===== src/rtl/cpu_ctrl_pkg.sv =====
// Shared opcode map, FSM state type and datapath select codes for the
// multi-cycle control unit.
package cpu_ctrl_pkg;

    localparam logic [5:0] OP_ADD  = 6'h00;
    localparam logic [5:0] OP_SUB  = 6'h01;
    localparam logic [5:0] OP_AND  = 6'h02;
    localparam logic [5:0] OP_NOR  = 6'h03;
    localparam logic [5:0] OP_OR   = 6'h04;
    localparam logic [5:0] OP_SLT  = 6'h05;
    localparam logic [5:0] OP_MUL  = 6'h06;
    localparam logic [5:0] OP_ADDI = 6'h07;
    localparam logic [5:0] OP_SUBI = 6'h08;
    localparam logic [5:0] OP_ANDI = 6'h09;
    localparam logic [5:0] OP_ORI  = 6'h0A;
    localparam logic [5:0] OP_SLTI = 6'h0B;
    localparam logic [5:0] OP_LUI  = 6'h0C;
    localparam logic [5:0] OP_LW   = 6'h0D;
    localparam logic [5:0] OP_LH   = 6'h0E;
    localparam logic [5:0] OP_LB   = 6'h0F;
    localparam logic [5:0] OP_SW   = 6'h10;
    localparam logic [5:0] OP_SH   = 6'h11;
    localparam logic [5:0] OP_SB   = 6'h12;
    localparam logic [5:0] OP_BEQ  = 6'h13;
    localparam logic [5:0] OP_BNEQ = 6'h14;
    localparam logic [5:0] OP_BGEZ = 6'h15;
    localparam logic [5:0] OP_J    = 6'h16;
    localparam logic [5:0] OP_JAL  = 6'h17;
    localparam logic [5:0] OP_JR   = 6'h18;

    typedef enum logic [2:0] {
        ST_FETCH,
        ST_DECODE,
        ST_EXEC,
        ST_MEM,
        ST_WB,
        ST_TRAP
    } state_e;

    localparam logic [3:0] ALU_ADD = 4'd0;
    localparam logic [3:0] ALU_SUB = 4'd1;
    localparam logic [3:0] ALU_AND = 4'd2;
    localparam logic [3:0] ALU_NOR = 4'd3;
    localparam logic [3:0] ALU_OR  = 4'd4;
    localparam logic [3:0] ALU_SLT = 4'd5;
    localparam logic [3:0] ALU_MUL = 4'd6;
    localparam logic [3:0] ALU_LUI = 4'd7;

    localparam logic [1:0] PC_INC    = 2'd0;
    localparam logic [1:0] PC_BRANCH = 2'd1;
    localparam logic [1:0] PC_JUMP   = 2'd2;
    localparam logic [1:0] PC_REG    = 2'd3;

    localparam logic [1:0] SIZE_BYTE = 2'd0;
    localparam logic [1:0] SIZE_HALF = 2'd1;
    localparam logic [1:0] SIZE_WORD = 2'd2;

endpackage


===== src/rtl/opcode_class.sv =====
// Combinational opcode decode: instruction class, ALU operation and
// memory access size.
module opcode_class
    import cpu_ctrl_pkg::*;
(
    input  logic [5:0] opcode_i,
    output logic       is_rtype_o,
    output logic       is_itype_alu_o,
    output logic       is_load_o,
    output logic       is_store_o,
    output logic       is_branch_o,
    output logic       is_jump_o,
    output logic       illegal_o,
    output logic [3:0] alu_op_o,
    output logic [1:0] mem_size_o
);

    always_comb begin
        is_rtype_o     = 1'b0;
        is_itype_alu_o = 1'b0;
        is_load_o      = 1'b0;
        is_store_o     = 1'b0;
        is_branch_o    = 1'b0;
        is_jump_o      = 1'b0;
        illegal_o      = 1'b0;
        alu_op_o       = ALU_ADD;
        mem_size_o     = SIZE_WORD;
        case (opcode_i)
            OP_ADD:  begin is_rtype_o = 1'b1; alu_op_o = ALU_ADD; end
            OP_SUB:  begin is_rtype_o = 1'b1; alu_op_o = ALU_SUB; end
            OP_AND:  begin is_rtype_o = 1'b1; alu_op_o = ALU_AND; end
            OP_NOR:  begin is_rtype_o = 1'b1; alu_op_o = ALU_NOR; end
            OP_OR:   begin is_rtype_o = 1'b1; alu_op_o = ALU_OR;  end
            OP_SLT:  begin is_rtype_o = 1'b1; alu_op_o = ALU_SLT; end
            OP_MUL:  begin is_rtype_o = 1'b1; alu_op_o = ALU_MUL; end
            OP_ADDI: begin is_itype_alu_o = 1'b1; alu_op_o = ALU_ADD; end
            OP_SUBI: begin is_itype_alu_o = 1'b1; alu_op_o = ALU_SUB; end
            OP_ANDI: begin is_itype_alu_o = 1'b1; alu_op_o = ALU_AND; end
            OP_ORI:  begin is_itype_alu_o = 1'b1; alu_op_o = ALU_OR;  end
            OP_SLTI: begin is_itype_alu_o = 1'b1; alu_op_o = ALU_SLT; end
            OP_LUI:  begin is_itype_alu_o = 1'b1; alu_op_o = ALU_LUI; end
            OP_LW:   begin is_load_o  = 1'b1; mem_size_o = SIZE_WORD; end
            OP_LH:   begin is_load_o  = 1'b1; mem_size_o = SIZE_HALF; end
            OP_LB:   begin is_load_o  = 1'b1; mem_size_o = SIZE_BYTE; end
            OP_SW:   begin is_store_o = 1'b1; mem_size_o = SIZE_WORD; end
            OP_SH:   begin is_store_o = 1'b1; mem_size_o = SIZE_HALF; end
            OP_SB:   begin is_store_o = 1'b1; mem_size_o = SIZE_BYTE; end
            OP_BEQ, OP_BNEQ, OP_BGEZ: begin
                is_branch_o = 1'b1;
                alu_op_o    = ALU_SUB;
            end
            OP_J, OP_JAL, OP_JR: is_jump_o = 1'b1;
            default: illegal_o = 1'b1;
        endcase
    end

endmodule


===== src/rtl/multicycle_ctrl.sv =====
// Multi-cycle control FSM: sequences fetch/decode/execute/memory/write-back
// for the datapath and counts retired instructions.
//
//  state     | meaning
//  ----------+-----------------------------------------------------
//  ST_FETCH  | read instruction word, load IR and PC+1 on mem_ready
//  ST_DECODE | latch opcode; jumps finish here, illegal -> ST_TRAP
//  ST_EXEC   | ALU operation; branches resolve and finish here
//  ST_MEM    | load/store handshake, held until mem_ready
//  ST_WB     | register file write-back
//  ST_TRAP   | illegal opcode seen; idle until reset
module multicycle_ctrl
    import cpu_ctrl_pkg::*;
#(
    parameter int CNT_W = 16
) (
    input  logic             clk,
    input  logic             rst_n,
    input  logic [5:0]       opcode,
    input  logic             zero,
    input  logic             neg,
    input  logic             mem_ready,
    output logic             mem_read,
    output logic             mem_write,
    output logic [1:0]       mem_size,
    output logic             ir_write,
    output logic             pc_write,
    output logic [1:0]       pc_src,
    output logic [3:0]       alu_op,
    output logic             alu_src_imm,
    output logic             reg_write,
    output logic             mem_to_reg,
    output logic             link,
    output logic             illegal,
    output logic [CNT_W-1:0] retired
);

    state_e           state_q, state_d;
    logic [5:0]       opcode_q, opcode_d;
    logic             illegal_q, illegal_d;
    logic [CNT_W-1:0] retired_q, retired_d;

    logic       retire_s, taken_s;
    logic       mem_read_s, mem_write_s, ir_write_s, pc_write_s;
    logic       alu_src_imm_s, reg_write_s, mem_to_reg_s, link_s;
    logic [1:0] mem_size_s, pc_src_s;
    logic [3:0] alu_op_s;

    logic [5:0] cls_opcode;
    logic       cls_rtype, cls_itype, cls_load, cls_store;
    logic       cls_branch, cls_jump, cls_illegal;
    logic [3:0] cls_alu_op;
    logic [1:0] cls_mem_size;

    // Decode the raw IR opcode while in DECODE, the latched copy afterwards.
    assign cls_opcode = (state_q == ST_DECODE) ? opcode : opcode_q;

    opcode_class u_opcode_class (
        .opcode_i       (cls_opcode),
        .is_rtype_o     (cls_rtype),
        .is_itype_alu_o (cls_itype),
        .is_load_o      (cls_load),
        .is_store_o     (cls_store),
        .is_branch_o    (cls_branch),
        .is_jump_o      (cls_jump),
        .illegal_o      (cls_illegal),
        .alu_op_o       (cls_alu_op),
        .mem_size_o     (cls_mem_size)
    );

    always_ff @(posedge clk) begin
        if (!rst_n) begin
            state_q   <= ST_FETCH;
            opcode_q  <= '0;
            illegal_q <= 1'b0;
            retired_q <= '0;
        end else begin
            state_q   <= state_d;
            opcode_q  <= opcode_d;
            illegal_q <= illegal_d;
            retired_q <= retired_d;
        end
    end

    always_comb begin
        state_d       = state_q;
        opcode_d      = opcode_q;
        illegal_d     = illegal_q;
        retire_s      = 1'b0;
        taken_s       = 1'b0;
        mem_read_s    = 1'b0;
        mem_write_s   = 1'b0;
        mem_size_s    = SIZE_BYTE;
        ir_write_s    = 1'b0;
        pc_write_s    = 1'b0;
        pc_src_s      = PC_INC;
        alu_op_s      = ALU_ADD;
        alu_src_imm_s = 1'b0;
        reg_write_s   = 1'b0;
        mem_to_reg_s  = 1'b0;
        link_s        = 1'b0;

        case (state_q)
            ST_FETCH: begin
                mem_read_s = 1'b1;
                mem_size_s = SIZE_WORD;
                if (mem_ready) begin
                    ir_write_s = 1'b1;
                    pc_write_s = 1'b1;
                    pc_src_s   = PC_INC;
                    state_d    = ST_DECODE;
                end
            end
            ST_DECODE: begin
                opcode_d = opcode;
                if (cls_illegal) begin
                    illegal_d = 1'b1;
                    state_d   = ST_TRAP;
                end else if (cls_jump) begin
                    pc_write_s  = 1'b1;
                    pc_src_s    = (opcode == OP_JR) ? PC_REG : PC_JUMP;
                    reg_write_s = (opcode == OP_JAL);
                    link_s      = (opcode == OP_JAL);
                    retire_s    = 1'b1;
                    state_d     = ST_FETCH;
                end else begin
                    state_d = ST_EXEC;
                end
            end
            ST_EXEC: begin
                if (cls_rtype || cls_itype) begin
                    alu_op_s      = cls_alu_op;
                    alu_src_imm_s = cls_itype;
                    state_d       = ST_WB;
                end else if (cls_load || cls_store) begin
                    alu_op_s      = ALU_ADD;
                    alu_src_imm_s = 1'b1;
                    state_d       = ST_MEM;
                end else if (cls_branch) begin
                    case (opcode_q)
                        OP_BEQ:  taken_s = zero;
                        OP_BNEQ: taken_s = !zero;
                        OP_BGEZ: taken_s = !neg;
                        default: taken_s = 1'b0;
                    endcase
                    alu_op_s   = cls_alu_op;
                    pc_write_s = taken_s;
                    pc_src_s   = taken_s ? PC_BRANCH : PC_INC;
                    retire_s   = 1'b1;
                    state_d    = ST_FETCH;
                end else begin
                    state_d = ST_FETCH;
                end
            end
            ST_MEM: begin
                mem_read_s  = cls_load;
                mem_write_s = cls_store;
                mem_size_s  = cls_mem_size;
                if (mem_ready) begin
                    retire_s = cls_store;
                    state_d  = cls_load ? ST_WB : ST_FETCH;
                end
            end
            ST_WB: begin
                reg_write_s  = 1'b1;
                mem_to_reg_s = cls_load;
                retire_s     = 1'b1;
                state_d      = ST_FETCH;
            end
            ST_TRAP: state_d = ST_TRAP;
            default: state_d = ST_FETCH;
        endcase

        retired_d = retire_s ? retired_q + CNT_W'(1) : retired_q;
    end

    // Everything is held quiet while reset is asserted, including mid-handshake.
    assign mem_read    = rst_n & mem_read_s;
    assign mem_write   = rst_n & mem_write_s;
    assign mem_size    = rst_n ? mem_size_s : '0;
    assign ir_write    = rst_n & ir_write_s;
    assign pc_write    = rst_n & pc_write_s;
    assign pc_src      = rst_n ? pc_src_s : '0;
    assign alu_op      = rst_n ? alu_op_s : '0;
    assign alu_src_imm = rst_n & alu_src_imm_s;
    assign reg_write   = rst_n & reg_write_s;
    assign mem_to_reg  = rst_n & mem_to_reg_s;
    assign link        = rst_n & link_s;
    assign illegal     = rst_n & illegal_q;
    assign retired     = rst_n ? retired_q : '0;

endmodule


===== config.mk =====
export PLATFORM = sky130hd
export DESIGN_NAME = multicycle_ctrl
export DESIGN_NICKNAME = d
export VERILOG_FILES = /design/src/rtl/cpu_ctrl_pkg.sv /design/src/rtl/opcode_class.sv /design/src/rtl/multicycle_ctrl.sv
export SDC_FILE = /design/constraint.sdc
export NUM_CORES = 1
export LEC_CHECK = 0
export CAP_MARGIN = 20
export CORE_ASPECT_RATIO = 1.4
export CORE_UTILIZATION = 25
export CTS_BUF_LIST = sky130_fd_sc_hd__clkbuf_16
export DETAILED_ROUTE_END_ITERATION = 10
export HOLD_SLACK_MARGIN = 0.05
export PLACE_DENSITY = 0.42
export RECOVER_POWER = 25
export SLEW_MARGIN = 10
export SYNTH_ARGS = -nofsm -noshare
export SYNTH_HDL_FRONTEND = slang
export SYNTH_SLANG_ARGS = --single-unit

===== constraint.sdc =====
create_clock -name clk -period 4.1 [get_ports clk]
set_input_delay 1.23 -clock clk [delete_from_list [all_inputs] [get_ports clk]]
set_output_delay 1.23 -clock clk [all_outputs]
set_load 0.03 [all_outputs]

== Word-level counts from Yosys, hierarchy flattened ==
Cells that the tools add are included.

* Logic and storage cells: 134
* Register bits: 26
* Output and inout port bits: 33
* Input port bits: 11

* Multiplexer cells: 62
* Bitwise operators: 10
* Reductions and logical operators: 21
* Equality and inequality tests: 36
* Add/subtract/negate cells: 1

{| class="wikitable"
|+ Operator list
! operator !! number
|-
| $eq A6 B5 Y1 const B || 14
|-
| $eq A6 B4 Y1 const B || 8
|-
| $mux W1 || 34
|-
| $reduce_or A25 Y1 || 1
|-
| $eq A6 B3 Y1 const B || 4
|-
| $pmux W3 S7 || 1
|-
| $mux W4 || 5
|-
| $add A16 B1 Y16 const B || 1
|-
| $mux W16 || 1
|-
| $mux W3 || 5
|-
| $pmux W3 S5 || 1
|-
| $eq A6 B2 Y1 const B || 2
|-
| $mux W2 || 6
|-
| $pmux W2 S2 || 3
|-
| $reduce_or A3 Y1 || 4
|-
| $reduce_or A2 Y1 || 5
|-
| $and A1 B1 Y1 || 9
|-
| $reduce_or A7 Y1 || 1
|-
| $eq A3 B2 Y1 const B || 2
|-
| $eq A3 B3 Y1 const B || 2
|-
| $eq A6 B1 Y1 const B || 1
|-
| $logic_not A6 Y1 || 1
|-
| $mux W6 || 1
|-
| $pmux W1 S3 || 2
|-
| other kinds (11) || 16
|}

== Longest topological paths before layout ==
Gate-level depths: netlist (run 1).

* Depth in word-level cells: 15
* Depth in mapped cells: 9
* Mapped depth without buffers: 6

== Hierarchy ==
From an unflattened synthesis (run 1), not the netlist that was laid out.

* Cells, all modules: 254
* Area, all modules: 2020.7 um^2

{| class="wikitable"
|+ Modules (own cells, without submodules)
! module !! area an instance (um^2) !! cells each !! instances !! sequential area each (um^2)
|-
| multicycle_ctrl || 1674.1 || 203 || 1 || 520.5
|-
| opcode_class || 346.6 || 51 || 1 || 0.0
|}

== Worst setup path before layout (run 1) ==
Ideal clock, no wire load.

* Path kind: in2out
* Start point: in opcode[1]
* End point: out alu_op[1]
* Buffers on the path: 2
* Required time: 2.870 ns
* Cell stages on the path: 5
* Slack: -0.616 ns
* Arrival: 3.486 ns
* Path through: buf_6 -> mux2i_1 -> clkbuf_1 -> nand3_1 -> a2111oi_0

* Longest elaborated chain between the ends: 9
* Elaborated cells on any way between the ends: 45
* Those cells by class: 21 x eq/ne; 12 x mux; 12 x reduce/logical

{| class="wikitable"
|+ RTL lines
! element !! RTL line !! text
|-
| start: declaration || multicycle_ctrl.sv:19 || <nowiki>input logic [5:0] opcode,</nowiki>
|-
| $mux W6 (*) || -- ||
|-
| $eq A6 B1 Y1 (tied with other cells) || opcode_class.sv:28 || <nowiki>case (opcode_i)</nowiki>
|-
| $reduce_or A5 Y1 (no line) (tied with other cells) || -- ||
|-
| $pmux W3 S7 or $mux W1 (tied branches) || opcode_class.sv:28 ||
|-
| $mux W4 or $logic_or A1 B1 Y1 (tied branches) || multicycle_ctrl.sv:139, multicycle_ctrl.sv:135 ||
|-
| $mux W4 || multicycle_ctrl.sv:135 || <nowiki>end else if (cls_load || cls_store) begin</nowiki>
|-
| $mux W4 (*) || multicycle_ctrl.sv:131 || <nowiki>if (cls_rtype || cls_itype) begin</nowiki>
|-
| $mux W4 (*) || multicycle_ctrl.sv:103 || <nowiki>case (state_q)</nowiki>
|-
| $mux W4 (*) || multicycle_ctrl.sv:184 || <nowiki>assign alu_op = rst_n ? alu_op_s : '0;</nowiki>
|-
| end: declaration || multicycle_ctrl.sv:29 || <nowiki>output logic [3:0] alu_op,</nowiki>
|}

Mark *: on every way between the ends. The rest lies on a longest branch, timed or not.

== Worst setup path after layout (run 1) ==
* Start point: in opcode[2]
* End point: out pc_src[0]

* Longest elaborated chain between the ends: 9
* Elaborated cells on any way between the ends: 50
* Those cells by class: 25 x eq/ne; 15 x mux; 10 x reduce/logical

{| class="wikitable"
|+ RTL lines
! element !! RTL line !! text
|-
| $mux W6 || -- ||
|-
| $eq A6 B5 Y1 or $eq A6 B4 Y1 (tied branches) || opcode_class.sv:28 ||
|-
| $reduce_or A3 Y1, on equally long branches || -- ||
|-
| $mux W1 || opcode_class.sv:28 ||
|-
| $mux W1 or $logic_or A1 B1 Y1 (tied branches) || multicycle_ctrl.sv:139, multicycle_ctrl.sv:135 ||
|-
| $mux W1 || multicycle_ctrl.sv:135 ||
|-
| $mux W1 || multicycle_ctrl.sv:131 ||
|-
| $pmux W2 S2 (*) || multicycle_ctrl.sv:103 ||
|-
| $mux W2 (*) || multicycle_ctrl.sv:183 || <nowiki>assign pc_src = rst_n ? pc_src_s : '0;</nowiki>
|-
| end: declaration || multicycle_ctrl.sv:28 || <nowiki>output logic [1:0] pc_src,</nowiki>
|}

Marked as above.

==> results of run 1 <==
[cells in the final DEF, fill, tap and decap left out, types with 3 or more instances in the layout]
| cell | Yosys | final |
|---|---|---|
| a21oi_1 | 24 | 23 |
| a311oi_1 | 3 | 3 |
| a31oi_1 | 5 | 4 |
| and2_1 | 17 | 17 |
| buf_4 | 2 | 87 |
| buf_6 | 3 | 6 |
| clkbuf_16 | 0 | 3 |
| dfxtp_1 | 26 | 26 |
| inv_1 | 6 | 6 |
| mux2_2 | 4 | 4 |
| mux2i_1 | 6 | 6 |
| nand2_1 | 25 | 25 |
| nand2b_1 | 9 | 8 |
| nand3_1 | 14 | 14 |
| nand3b_1 | 4 | 4 |
| nand4_1 | 3 | 3 |
| nor2_1 | 28 | 26 |
| nor2b_1 | 4 | 4 |
| nor3_1 | 9 | 8 |
| o21ai_0 | 16 | 14 |
| o31ai_1 | 5 | 5 |
| or3_1 | 6 | 6 |
| or4_1 | 4 | 4 |
| xnor2_1 | 4 | 4 |
[flip-flops by register name, summed over array words and instances (netlist names)]
signal	flops
illegal_q	1
opcode_q	6
state_q	3
retired_q	16
[kinds of logic (layout without fill, tap and decap cells)]
group           after synthesis  in the layout  synth area share (%)
flops                        26             26                  23.4
buf+inv                      32            112                  6.97
other cells                   1              1                 0.168
fa+ha+maj                     1              1                 0.562
simple gates                146            146                  36.3
xor+xnor                      4              4                  1.57
mux                          10             10                  4.72
compound gates               86             86                  26.3
[per-layer routing]
layer | part of all wire [%] | vias up | global-route usage (%)
met5 | 0 | - | 0
met4 | 3.3 | 0 | 7.72
met3 | 3.5 | 21 | 1.44
met2 | 52 | 70 | 32.2
met1 | 41 | 1213 | 20.2
li1 | - | 1290 | -
[stage by stage]
stage               std cells  TNS (ns)
floorplan                 306    -0.220
global placement          481     -3.75
detailed placement        481     -3.69
CTS                       488         0
global route              491    -0.596
finish                    491   -0.0265
[worst max path at each step]
stage / slack [ns] / depth (start not counted) / to
after floorplan: -0.22 / 5 / alu_op[1]
after global placement: -0.61 / 10 / pc_src[0]
after detailed placement: -0.57 / 9 / pc_src[0]
after CTS: 0.002 / 8 / mem_size[1]
after global routing: -0.15 / 10 / pc_src[0]
final: -0.02 / 10 / pc_src[0]
[worst max-delay path, cell delays in order]
cell and delay, ns:
buf_6 0.10, buf_6 0.12, nand3b_1 0.19, a211oi_4 0.31
o2111ai_2 0.18, nor4_4 0.30, buf_4 0.17, nor2_2 0.03
nor2_1 0.09, buf_4 0.17
[cell type report]
type                       instances  area [sq um]
tap                              105           131
multi-input combinational        248          1680
sequential                        26           520
clock buffer                       3          75.1
fill                             952          5390
timing repair buffer             101           785
inverter                           7          26.3
clock inverter                     1          3.75
[timing repair]
action	4_1_cts	5_1_grt
buffers inserted	3	4
endpoints found under the setup margin	11	6
gates resized for setup	40	14
pin swaps	10	11
[synthesized netlist by cell type (all sizes together) (5+ instances only)]
cell type / instances
a21oi: 24
a31oi: 5
and2: 17
buf: 9
clkbuf: 16
dfxtp: 26
inv: 6
mux2i: 6
nand2: 25
nand2b: 9
nand3: 14
nor2: 28
nor3: 9
o21ai: 16
o31ai: 5
or3: 6
[power by group through the flow]
stage	Clock [mW]	Sequential, mW	Combinational [mW]
6_report	0.219	0.341	1.06
5_1_grt	0.233	0.346	1.15
4_1_cts	0.228	0.339	1.02
3_5_place_dp	0	0.342	0.990
3_3_place_gp	0	0.345	1.00
2_1_floorplan	0	0.306	0.614
==> key figures, run 1 <==
Place
  – Input/output buffers: 42
  – Post-DP HPWL: 6.21 mm
  – Area after DPL: 3000 sq um
  – Placer Congestion: 0.880
  – Placement Setup Slack: -0.569 ns

Worst setup path
  – Data required time of the worst path: 2.87 ns
  – Worst setup SP type: input pin
  – Worst r2r path cells: 10
  – Worst Path Arrival: 2.89 ns
  – Reg2Reg Capture Point: retired_q[13]
  – Worst Path Max Fanout: 6
  – CP startpoint: opcode[2]
  – Crit Path Class: input pin to output port
  – Worst reg2reg setup slack: 1.13 ns
  – Worst r2r src: state_q[2]
  – Crit end category: output port

GRT
  – Vias in the first global route: 2,510
  – Initial antenna violation count: 0
  – First-pass GRT wire length: 12.6 mm
  – GRT Total Usage: 17.6%
  – Congestion Overflow GR: 0
  – Largest net degree at the start of global routing: 19

Pwr
  – Pwr dens: 502 nW/um^2
  – Worst VDD drop: 0.191 mV
  – Net Sw Frac: 45.1%
  – Total power: 1.62 mW
  – Clock group share of total power: 13.5%
  – Sequential share of power: 21.1%
  – Internal power: 888 uW
  – Psw: 730 uW
  – Combinational share of power: 65.4%
  – Static leakage: 1.24 nW

STA
  – Crit path time final: 4.12 ns
  – Worst slew pin tran: 0.697 ns
  – Final hold slack: 0.481 ns
  – Count of final hold-check violations: 0
  – Max Slew Vio Count: 0
  – Achievable clock frequency: 0.243 GHz
  – Slew margin rel.: 53.6%
  – RSZ-0062 raised after global routing: true
  – Setup ws final: -0.0236 ns
  – Setup Skew: 0.00226 ns
  – Crit share post-route: 101%
  – Count of final setup violators: 2

Floorplan
  – Row count: 40
  – Starting Density: 25.9%
  – Die Ht: 114 microns
  – Die ar.: 9300 sq um
  – Core area: 8610 sq um
  – Die Width: 81.8 microns
  – Ports: 44

Clock tree
  – Root Driver: clkbuf_16
  – CTS tree: done
  – # hold bufs at CTS: 0
  – H-tree depth: 1
  – Worst-skew pair later-pin latency: 0.26 ns
  – Clk buf depth: 2
  – CTS sink cnt: 26
  – Num CTS Buffers: 3
  – Clk slew on worst S/H paths: 0.06 ns

Hold path
  – Hold Path Depth: 2
  – Worst Hold Endpoint: retired_q[15]
  – Worst min path class: register to register
  – Hold_sp: retired_q[15]

Detailed routing
  – Drt first pass iters: 4
  – Final WL: 8.01 mm
  – Initial DRC count: 147
  – Routed vias/inst: 5.28
  – DR DRC count: 0
  – Post-route ant nets: 0
  – Wire per inst: 16.3 microns
  – Vias post-DR: 2,594

Synth
  – Post-synthesis cell count: 306
  – Top cell type by total area after synthesis: dfxtp_1
  – Synth Flop Type: dfxtp_1
  – Synth top area cells: dfxtp_1 23%, a21oi_1 5.4%, and2_1 4.8%
  – Post-synthesis net count: 318
  – EDFF count, synth: 0
  – Top cell type's share of synthesized area: 23.4%
  – Asr flop ratio synth: 0%
  – Library cells used by synthesis: 63
  – Yosys warnings: 0
  – #FFs+latches synth: 26
  – Mapped cell area: 2230 sq um
  – Seq/Total Area, Yosys: 23.4%
  – Syn_area_per_cell: 7.28 sq um

Flow run
  – Max_cap viols: 0

Layout
  – Number of inserted diodes: 0
  – Layout Utilization: 37.4%
  – Design Area, Final: 3220 sq um
  – Share of layout cells above drive strength 1: 33.2%
  – # nets final: 399
  – Area Overhead vs Synth: 44.7%

Run status
  – Status: finished, violations left
  – Failing checks: setup timing
No activity file was read; power rests on OpenSTA's default activity.
==> inputs of run 2 (changes only) <==
--- a/config.mk
+++ b/config.mk
@@ -5,7 +5,6 @@
 export SDC_FILE = /design/constraint.sdc
 export NUM_CORES = 1
 export LEC_CHECK = 0
-export CAP_MARGIN = 20
 export CORE_ASPECT_RATIO = 1.4
 export CORE_UTILIZATION = 25
 export CTS_BUF_LIST = sky130_fd_sc_hd__clkbuf_16
==> results of run 2 <==
The final DEF is identical to that of run 1; final timing and power are the same.
==> inputs of run 3 (changes only) <==
--- a/config.mk
+++ b/config.mk
@@ -6,6 +6,7 @@
 export NUM_CORES = 1
 export LEC_CHECK = 0
 export CORE_ASPECT_RATIO = 1.4
+export CORE_MARGIN = 1.5
 export CORE_UTILIZATION = 25
 export CTS_BUF_LIST = sky130_fd_sc_hd__clkbuf_16
 export DETAILED_ROUTE_END_ITERATION = 10
==> run 3 against run 2 <==
The run now ends clean. First-iteration DRC count decreased by 23%. Power decreased by 1.9%. Combinational power decreased by 4%. Sequential share of layout area increased by 0.40 points. Count of clock-buffer cells in the layout unchanged. Routed wire length increased by 1.8%. Sequential cell count unchanged. Critical path depth decreased by 2. Non-clock buffer count decreased by 5. Largest cell class unchanged. Highest routed layer unchanged.
==> key figures, run 3 (synthesis results as in run 1) <==
Worst setup path
  – Crit-path leading delay family: compound AO/OA/AOI/OAI gates
  – Data required time of the worst path: 2.87 ns (about the same)
  – Worst r2r src: state_q[0]
  – Worst Path Arrival: 2.84 ns (-0.05 ns)
  – Worst-path cell chain: buf_2 > or4bb_1 > o22ai_2 > o22ai_2 > o21a_1 > o211ai_1 > a21oi_2 > buf_6
  – Worst Path Max Fanout: 6 (unchanged)
  – Worst reg2reg setup slack: 1.29 ns (+0.16 ns)
  – Cell mode on critical path: o22ai_2
  – Reg2Reg Capture Point: retired_q[15]
  – CP max-delay cell: or4bb_1
  – Crit Path Class: input pin to output port
  – CP max stage delay: 0.52 ns (+0.21 ns)
  – WP buf/inv: 2 (-2)
  – Worst r2r path cells: 7 (-3)
  – Crit end category: output port
  – Worst setup SP type: input pin

Layout
  – Layout fillers: 979 (+2.8%)
  – Number of inserted diodes: 0 (unchanged)
  – # nets final: 394 (-1.3%)
  – Share of layout cells above drive strength 1: 31.2% (-1.9 points)
  – FF+latch area: 520 sq um (unchanged)
  – Area Overhead vs Synth: 41.2%
  – Final Non-Filler Cells: 486 (-1.0%)
  – Most frequent cells in the layout: 80 x buf_4, 28 x nor2_1, 26 x dfxtp_1
  – Top Registers: retired_q x16, opcode_q x6, state_q x3
  – Most common cell after layout, fill and taps aside: buf_4
  – Max reg flops: 16 (unchanged)
  – Area of the multi-input gates: 1660 sq um (-1.3%)
  – Reg with most FFs: retired_q

Floorplan
  – Die ar.: 9490 sq um (+2.1%)
  – Starting Density: 25.9% (unchanged)
  – Ports: 44 (unchanged)
  – Die Width: 82.8 microns (+1.2%)
  – Row count: 40 (unchanged)
  – Die Ht: 115 microns (+0.88%)
  – Core area: 8610 sq um (unchanged)

Pwr
  – Pwr dens: 505 nW/um^2 (+0.49%)
  – Worst VDD drop: 0.178 mV (-6.9%)
  – Static leakage: 1.19 nW (-4.2%)

Hold path
  – Worst Hold Endpoint: retired_q[14]
  – Hold Path Depth: 2 (unchanged)
  – Hold_sp: retired_q[14]
  – Worst min path class: register to register

Place
  – Placement Setup Slack: -0.531 ns (+0.0385 ns)
  – Post-DP HPWL: 6.30 mm (+1.5%)
  – DP Cell Count: 480 (-0.21%)
  – Input/output buffers: 42 (unchanged)
  – Placer Congestion: 0.869 (-1.3%)

Detailed routing
  – Wire per inst: 16.8 microns (+2.9%)
  – Initial DRC count: 113 (-23%)
  – Drt first pass iters: 4 (unchanged)
  – DR DRC count: 0 (unchanged)
  – Routed vias/inst: 5.37 (+1.6%)
  – Post-route ant nets: 0 (unchanged)
  – Vias post-DR: 2,608 (+0.54%)
  – Final WL: 8.16 mm (+1.8%)

STA
  – Crit path time final: 4.07 ns (-0.0496 ns)
  – Slew margin rel.: 62.1% (+8.5 points)
  – Max Slew Vio Count: 0 (unchanged)
  – Count of final setup violators: 0 (-2)
  – Count of final hold-check violations: 0 (unchanged)
  – Achievable clock frequency: 0.245 GHz (+1.2%)
  – Worst slew pin tran: 0.561 ns (-0.136 ns)
  – Crit share post-route: 99.4% (-1.2 points)
  – RSZ-0062 raised after global routing: false
  – Setup ws final: 0.0259 ns (+0.0496 ns)
  – Setup Skew: 0.00461 ns (+0.00235 ns)

GRT
  – First-pass GRT wire length: 13.3 mm (+5.4%)
  – Initial antenna violation count: 0 (unchanged)
  – Congestion Overflow GR: 0 (unchanged)
  – GRT Total Usage: 18.2% (+0.55 points)
  – Vias in the first global route: 2,599 (+3.5%)
  – Largest net degree at the start of global routing: 18 (-1)

Clock tree
  – Clk buf depth: 2 (unchanged)
  – Clk slew on worst S/H paths: 0.07 ns (about the same)
  – CTS sink cnt: 26 (unchanged)
  – H-tree depth: 1 (unchanged)
  – Worst-skew pair later-pin latency: 0.26 ns (about the same)
  – Root Driver: clkbuf_16
  – Num CTS Buffers: 3 (unchanged)
  – CTS tree: done

Flow run
  – Max_cap viols: 0 (unchanged)

Run status
  – Status: finished clean
-- run 3: stage by stage --
stage | total power [mW] | setup TNS (ns) | utilization (%) | instance area [sq um] | hold WS, ns
3_5_place_dp | 1.32 | -3.86 | 34.7 | 2990 | 0.471
2_1_floorplan | 0.920 | -0.220 | - | 2250 | 0.452
5_1_grt | 1.69 | 0 | 36.5 | 3140 | 0.504
4_1_cts | 1.57 | 0 | 36.4 | 3130 | 0.482
6_report | 1.59 | 0 | 36.5 | 3140 | 0.475
3_3_place_gp | 1.33 | -4.14 | 34.7 | 2990 | 0.458
-- run 3: worst register-to-register path: cells and delay by family, from the launching register on --
family	cells	cell delay, ns
AND/OR/NAND/NOR	3	1.01
AO/OA/AOI/OAI	2	0.62
flip-flops	1	0.42
multiplexers	1	0.40
buffers and inverters	1	0.30
-- run 3: timing repair --
item                                   4_1_cts  5_1_grt
gates cloned                                 1        0
hold buffers                                 0        0
resized for setup                           35       11
buffers inserted                             3        0
setup endpoints to repair                   12        6
pin swaps                                    8        7
endpoints found under the hold margin        0        0
-- run 3: layout make-up --
type | count | share of cell area, %
Multi-Input combinational cell | 248 | 52.8
Timing Repair Buffer | 96 | 23.2
Sequential cell | 26 | 16.6
Tap cell | 105 | 4.18
Clock buffer | 3 | 2.39
Inverter | 7 | 0.836
Clock inverter | 1 | 0.119
-- run 3: report_power, final --
part           leakage (nW)  internal [mW]  switching [mW]  total [mW]
Combinational         0.942          0.453           0.564        1.02
Clock                0.0385          0.131          0.0949       0.226
Sequential            0.210          0.283          0.0617       0.345
Total                  1.19          0.867           0.720        1.59
-- run 3: per-layer routing --
| layer | vias up | share of wire (%) | global-route usage [%] | wire, microns |
|---|---|---|---|---|
| li1 | 1278 | - | - | - |
| met1 | 1229 | 41 | 21.6 | 3320 |
| met2 | 79 | 51 | 32.1 | 4130 |
| met3 | 22 | 4.6 | 1.83 | 377 |
| met4 | 0 | 4.0 | 8.11 | 323 |
| met5 | - | 0 | 0 | 0 |
-- run 3: worst max path at each step --
| stage | start | to | cells after the start |
|---|---|---|---|
| after CTS | opcode[4] | mem_size[1] | 8 |
| final | opcode[3] | mem_size[1] | 8 |
| after detailed placement | opcode[0] | pc_src[0] | 9 |
| after global routing | opcode[2] | mem_size[1] | 8 |
| after floorplan | opcode[1] | alu_op[1] | 5 |
| after global placement | opcode[0] | pc_src[0] | 9 |
==> variant 1: new RTL, flow settings as in run 3 <==
Put a register stage on the output `retired`, cleared by the reset. The value now appears one clock later. The other outputs are not delayed to match.
--- a/src/rtl/multicycle_ctrl.sv
+++ b/src/rtl/multicycle_ctrl.sv
@@ -188,5 +188,11 @@
     assign link        = rst_n & link_s;
     assign illegal     = rst_n & illegal_q;
-    assign retired     = rst_n ? retired_q : '0;
+    always_ff @(posedge clk) begin
+        if (!rst_n) begin
+            retired <= '0;
+        end else begin
+            retired <= rst_n ? retired_q : '0;
+        end
+    end
 
 endmodule
Behaviour: not the same (Yosys sat finds a counterexample within 4 cycles, from zero or initial values and one cycle with rst_n low).
==> variant 1 against run 3 <==
Wire length down 8.3%; register-to-register slack worse by 0.08 ns; clock skew up 0.0027 ns; cell area up 14%; count of clock-buffer cells in the layout up 2; final cell count up 3.1%; synthesized area up 11%; synthesized cell count down 6.5%; fmax up 1.8%; hold slack worse by 0.024 ns; sequential cell count up 16; worst setup slack better by 0.073 ns; critical endpoint is now alu_op[2].
Power is not compared: it rests on default switching activity, and its combinational part moved more than twofold at a synthesized area within 25%.
==> variant 1: results (changes against run 3) <==
* Status: finished, final reports clean
* CP top delay family: buffers and inverters
* HP Class: register to register
* Synth cell types at 54 (-14%)
* Final nets at 380 (-3.6%)
* Non-clock inverters at 6 (-1)
* TritonCTS Buffers at 5 (+2)
* Post-synth top cells: dfxtp_1, nor2_1, a21oi_1, and2_1, nand3_1
* Gp weighted congestion at 0.847 (-2.5%)
* Seq area share at 23.5% (+6.9 points)
* CP max stage cell: maj3_2
* 1st-iter DRT viols at 66 (-42%)
* Hold path depth at 2 (unchanged)
* Vias in the first global route at 2420 (-6.9%)
* Synth Register Bits at 42 (+62%)
* Aggregate global-route resource usage at 15.1% (-3.1 points)
* Detailed placement HPWL at 5840 um (-7.4%)
* Multi-input comb cells at 221 (-11%)
* PortBufs at 42 (unchanged)
* First-pass GRT wire length at 12100 um (-9.3%)
* Crit-path max cell delay at 0.30 ns (-0.22 ns)
* Fill cells at 1046 (+6.8%)
* Crit path DAT at 2.77 ns (-0.07 ns)
* Largest net degree at the start of global routing at 22 (+4)
* Sequential share of the synthesized area at 33.9% (+11 points)
* Clock network area share at 4.16% (+1.7 points)
* Largest fanout on the critical path at 6 (unchanged)
* DP Worst Slack at -0.295 ns (+0.236 ns)
* Signal buffers at 92 (-4.2%)
* Clock Skew at 0.00727 ns (+0.00266 ns)
* Initial antenna violation count at 0 (unchanged)
* Number of diodes at 0 (unchanged)
* Syn Nets at 298 (-6.3%)
* CTS Root Buffer Type: clkbuf_16
* Share of cells above drive strength 1 at 32.0% (+0.74 points)
* Via density at 4.72 (-12%)
* Non-clock buffers, area share at 21.7% (-1.5 points)
* Synth top area share at 33.9% (+11 points)
* H-tree depth at 2 (+1)
* Fraction of registers with async set/reset at 0% (unchanged)
* Multi-input logic area at 0.00163 mm^2 (-2.0%)
* Max clock buf depth at 2 (unchanged)
* YS warnings at 0 (unchanged)
* Regs by FF count: retired x16, retired_q x16, opcode_q x6
* Relative slew slack at 53.0% (-9.1 points)
* Register-to-Register Path Depth at 11 (+4)
* Clk slew on worst S/H paths at around 0.060 ns
* Worst-Skew Late Latency at 0.29 ns (+0.03 ns)
* Synth area leaders: dfxtp_1, nor2_1, mux2_4
* Post-synth EDFFs at 0 (unchanged)
* Total routed wirelength at 7480 um (-8.3%)
* Worst vdd ir at 0.000165 V
* LEAKAGE at roughly 1.4 nW
* Initial DRT Pass Iterations at 4 (unchanged)
## variant 1: cells by family (layout without fill, tap and decap cells)
| family | after synthesis | count (layout) | synth area share (%) |
|---|---|---|---|
| fa+ha+maj | 2 | 2 | 0.909 |
| flops | 42 | 42 | 33.9 |
| other cells | 1 | 1 | 0.151 |
| mux | 29 | 29 | 13.9 |
| simple gates | 131 | 131 | 29.3 |
| buf+inv | 23 | 106 | 4.80 |
| compound gates | 58 | 58 | 17.0 |
## variant 1: worst paths after layout
path	slack, ns	start	end
setup / recovery	0.1	opcode[3]	alu_op[2]
setup reg to reg	1.21	state_q[0]	retired_q[8]
hold reg to reg	0.45	illegal_q	illegal_q
hold / removal	0.45	illegal_q	illegal_q
## variant 1: metal layers
| layer | GRT usage (%) | up-vias | part of all wire (%) |
|---|---|---|---|
| met4 | 7.64 | 0 | 4.2 |
| met1 | 15.2 | 1095 | 39 |
| met2 | 28.9 | 56 | 53 |
| met5 | 0 | - | 0 |
| met3 | 2.59 | 18 | 2.9 |
| li1 | - | 1195 | - |
## variant 1: what timing repair did
item                       CTS  global route
pin swaps                    6            11
setup buffers                3             8
gates resized for setup     22            19
setup endpoints to repair   12            12
## variant 1: metrics by stage
step / utilization [%] / instances / power, mW / cell area [um^2]
final: 37.4 / 501 / 1.14 / 3580
after global routing: 37.4 / 501 / 1.20 / 3580
after CTS: 36.4 / 493 / 1.12 / 3480
after detailed placement: 33.9 / 482 / 0.707 / 3240
after global placement: 33.9 / 482 / 0.708 / 3240
after floorplan: - / 286 / 0.584 / 2480
## variant 1: power by group
part | internal [mW] | total [mW] | switching [mW] | leakage, nW
logic | 0.153 | 0.311 | 0.158 | 0.959
registers | 0.417 | 0.434 | 0.0167 | 0.339
clock network | 0.227 | 0.394 | 0.166 | 0.0664
total | 0.798 | 1.14 | 0.341 | 1.37
==> variant 2: new RTL, config.mk and constraints of run 3 <==
Without the edit above. Change the parameter `CNT_W` from 16 to 20.
--- a/src/rtl/multicycle_ctrl.sv
+++ b/src/rtl/multicycle_ctrl.sv
@@ -13,5 +13,5 @@
     import cpu_ctrl_pkg::*;
 #(
-    parameter int CNT_W = 16
+    parameter int CNT_W = 20
 ) (
     input  logic             clk,
Ports: changed (resized retired); port bits go from 44 to 48. The function was not compared with the original's and may differ.
==> variant 2 against run 3 <==
Wire length decreased by 7.5%; worst setup slack improved by 0.052 ns; via count decreased by 6.2%; sequential cell count increased by 4; synthesized area about the same; cell area increased by 1.4%; count of clock-buffer cells in the layout increased by 2.
Power is not compared: it rests on default switching activity, and its combinational part moved more than twofold at a synthesized area within 25%.
==> variant 2: results (changes against run 3) <==
* Mux cell area share after synthesis at 8.26% (+3.5 points)
* First-pass GRT wire length at 12000 um (-10%)
* Pwr Total at 931 uW
* Detailed placement HPWL at 5720 um (-9.2%)
* WHS at 0.460 ns (-0.0157 ns)
* PortBufs at 46 (+9.5%)
* H-tree depth at 2 (+1)
* TritonCTS Buffers at 5 (+2)
* Gp weighted congestion at 0.845 (-2.7%)
* Final nets at 380 (-3.6%)
* Register-to-Register Path Depth at 8 (+1)
* Vias in the first global route at 2365 (-9.0%)
* 1st-iter DRT viols at 96 (-15%)
* Worst-margin pin slew at 0.743 ns (+0.182 ns)
* Synth area leaders: dfxtp_1, and2_1, nor2_1
* Post-synth top cells: nor2_1, dfxtp_1, and2_1, a21oi_1, nand2_1
* R2R Setup Slk at 1.45 ns (+0.16 ns)
* Hold path start: illegal_q
* Status: finished, final reports clean
* Worst Hold Path EP: illegal_q
* Regs by FF count: retired_q x20, opcode_q x6, state_q x3
* Syn Nets at 302 (-5.0%)
* Sequential share of the synthesized area at 27.0% (+3.6 points)
* Xor and xnor area share after synthesis at 0.787% (-0.79 points)
* Largest net degree at the start of global routing at 34 (+16)
* Largest fanout on the critical path at 5 (-1)
* Via density at 5.16 (-3.8%)
* Share of cells above drive strength 1 at 30.1% (-1.2 points)
* Crit path DAT at 2.79 ns (-0.05 ns)
* Synth cell types at 55 (-13%)
* Critical Path Start: opcode[0]
* Compound-cell area share of the yosys netlist at 19.3% (-7.1 points)
variant 2: kinds of logic after synthesis:
kind of cell | count (synthesis)
mux | 17
flops | 30
fa+ha+maj | 1
other cells | 1
xor+xnor | 2
buf+inv | 22
compound gates | 65
simple gates | 152
variant 2: worst max-delay path, stage by stage:
cell and delay (ns):
clkdlybuf4s15_2 0.23, nor2_1 0.06, mux2_4 0.27, or4_4 0.58
nor3b_2 0.17, buf_4 0.14, buf_12 0.11
variant 2: worst max path at each step:
stage	endpoint	slack, ns	cells after the start
5_1_grt	alu_op[1]	-0.004	7
6_report	mem_to_reg	0.08	7
3_3_place_gp	mem_to_reg	-0.26	7
3_5_place_dp	mem_to_reg	-0.27	7
2_1_floorplan	alu_op[0]	0.12	4
4_1_cts	alu_op[1]	0.001	8
variant 2: timing repair:
| item | CTS | global route |
|---|---|---|
| gates resized for setup | 20 | 6 |
| buffers inserted | 0 | 0 |
| pin swaps | 1 | 1 |
| endpoints found under the setup margin | 13 | 4 |
variant 2: cell type report:
cell class	count	area share, %
multi-input cells	238	50.4
repair buffers	87	21.6
flip-flops and latches	30	18.8
well taps	105	4.12
clock buffers	5	3.93
inverters	6	0.707
clock inverters	3	0.393
variant 2: metrics by stage:
| step | instances | util (%) | setup slack [ns] |
|---|---|---|---|
| after floorplan | 290 | - | 0.118 |
| after global placement | 466 | 34.7 | -0.261 |
| after detailed placement | 466 | 34.7 | -0.266 |
| after CTS | 474 | 36.8 | 0.00145 |
| after global routing | 474 | 37.0 | -0.00398 |
| final | 474 | 37.0 | 0.0780 |
variant 2: routing by layer:
metal	share of wire, %	global-route usage, %	wire length [um]	up-vias
li1	-	-	-	1230
met1	43	19.7	3240	1153
met2	52	29.8	3900	54
met3	3.4	1.91	260	10
met4	2.0	5.67	153	0
met5	0	0	0	-
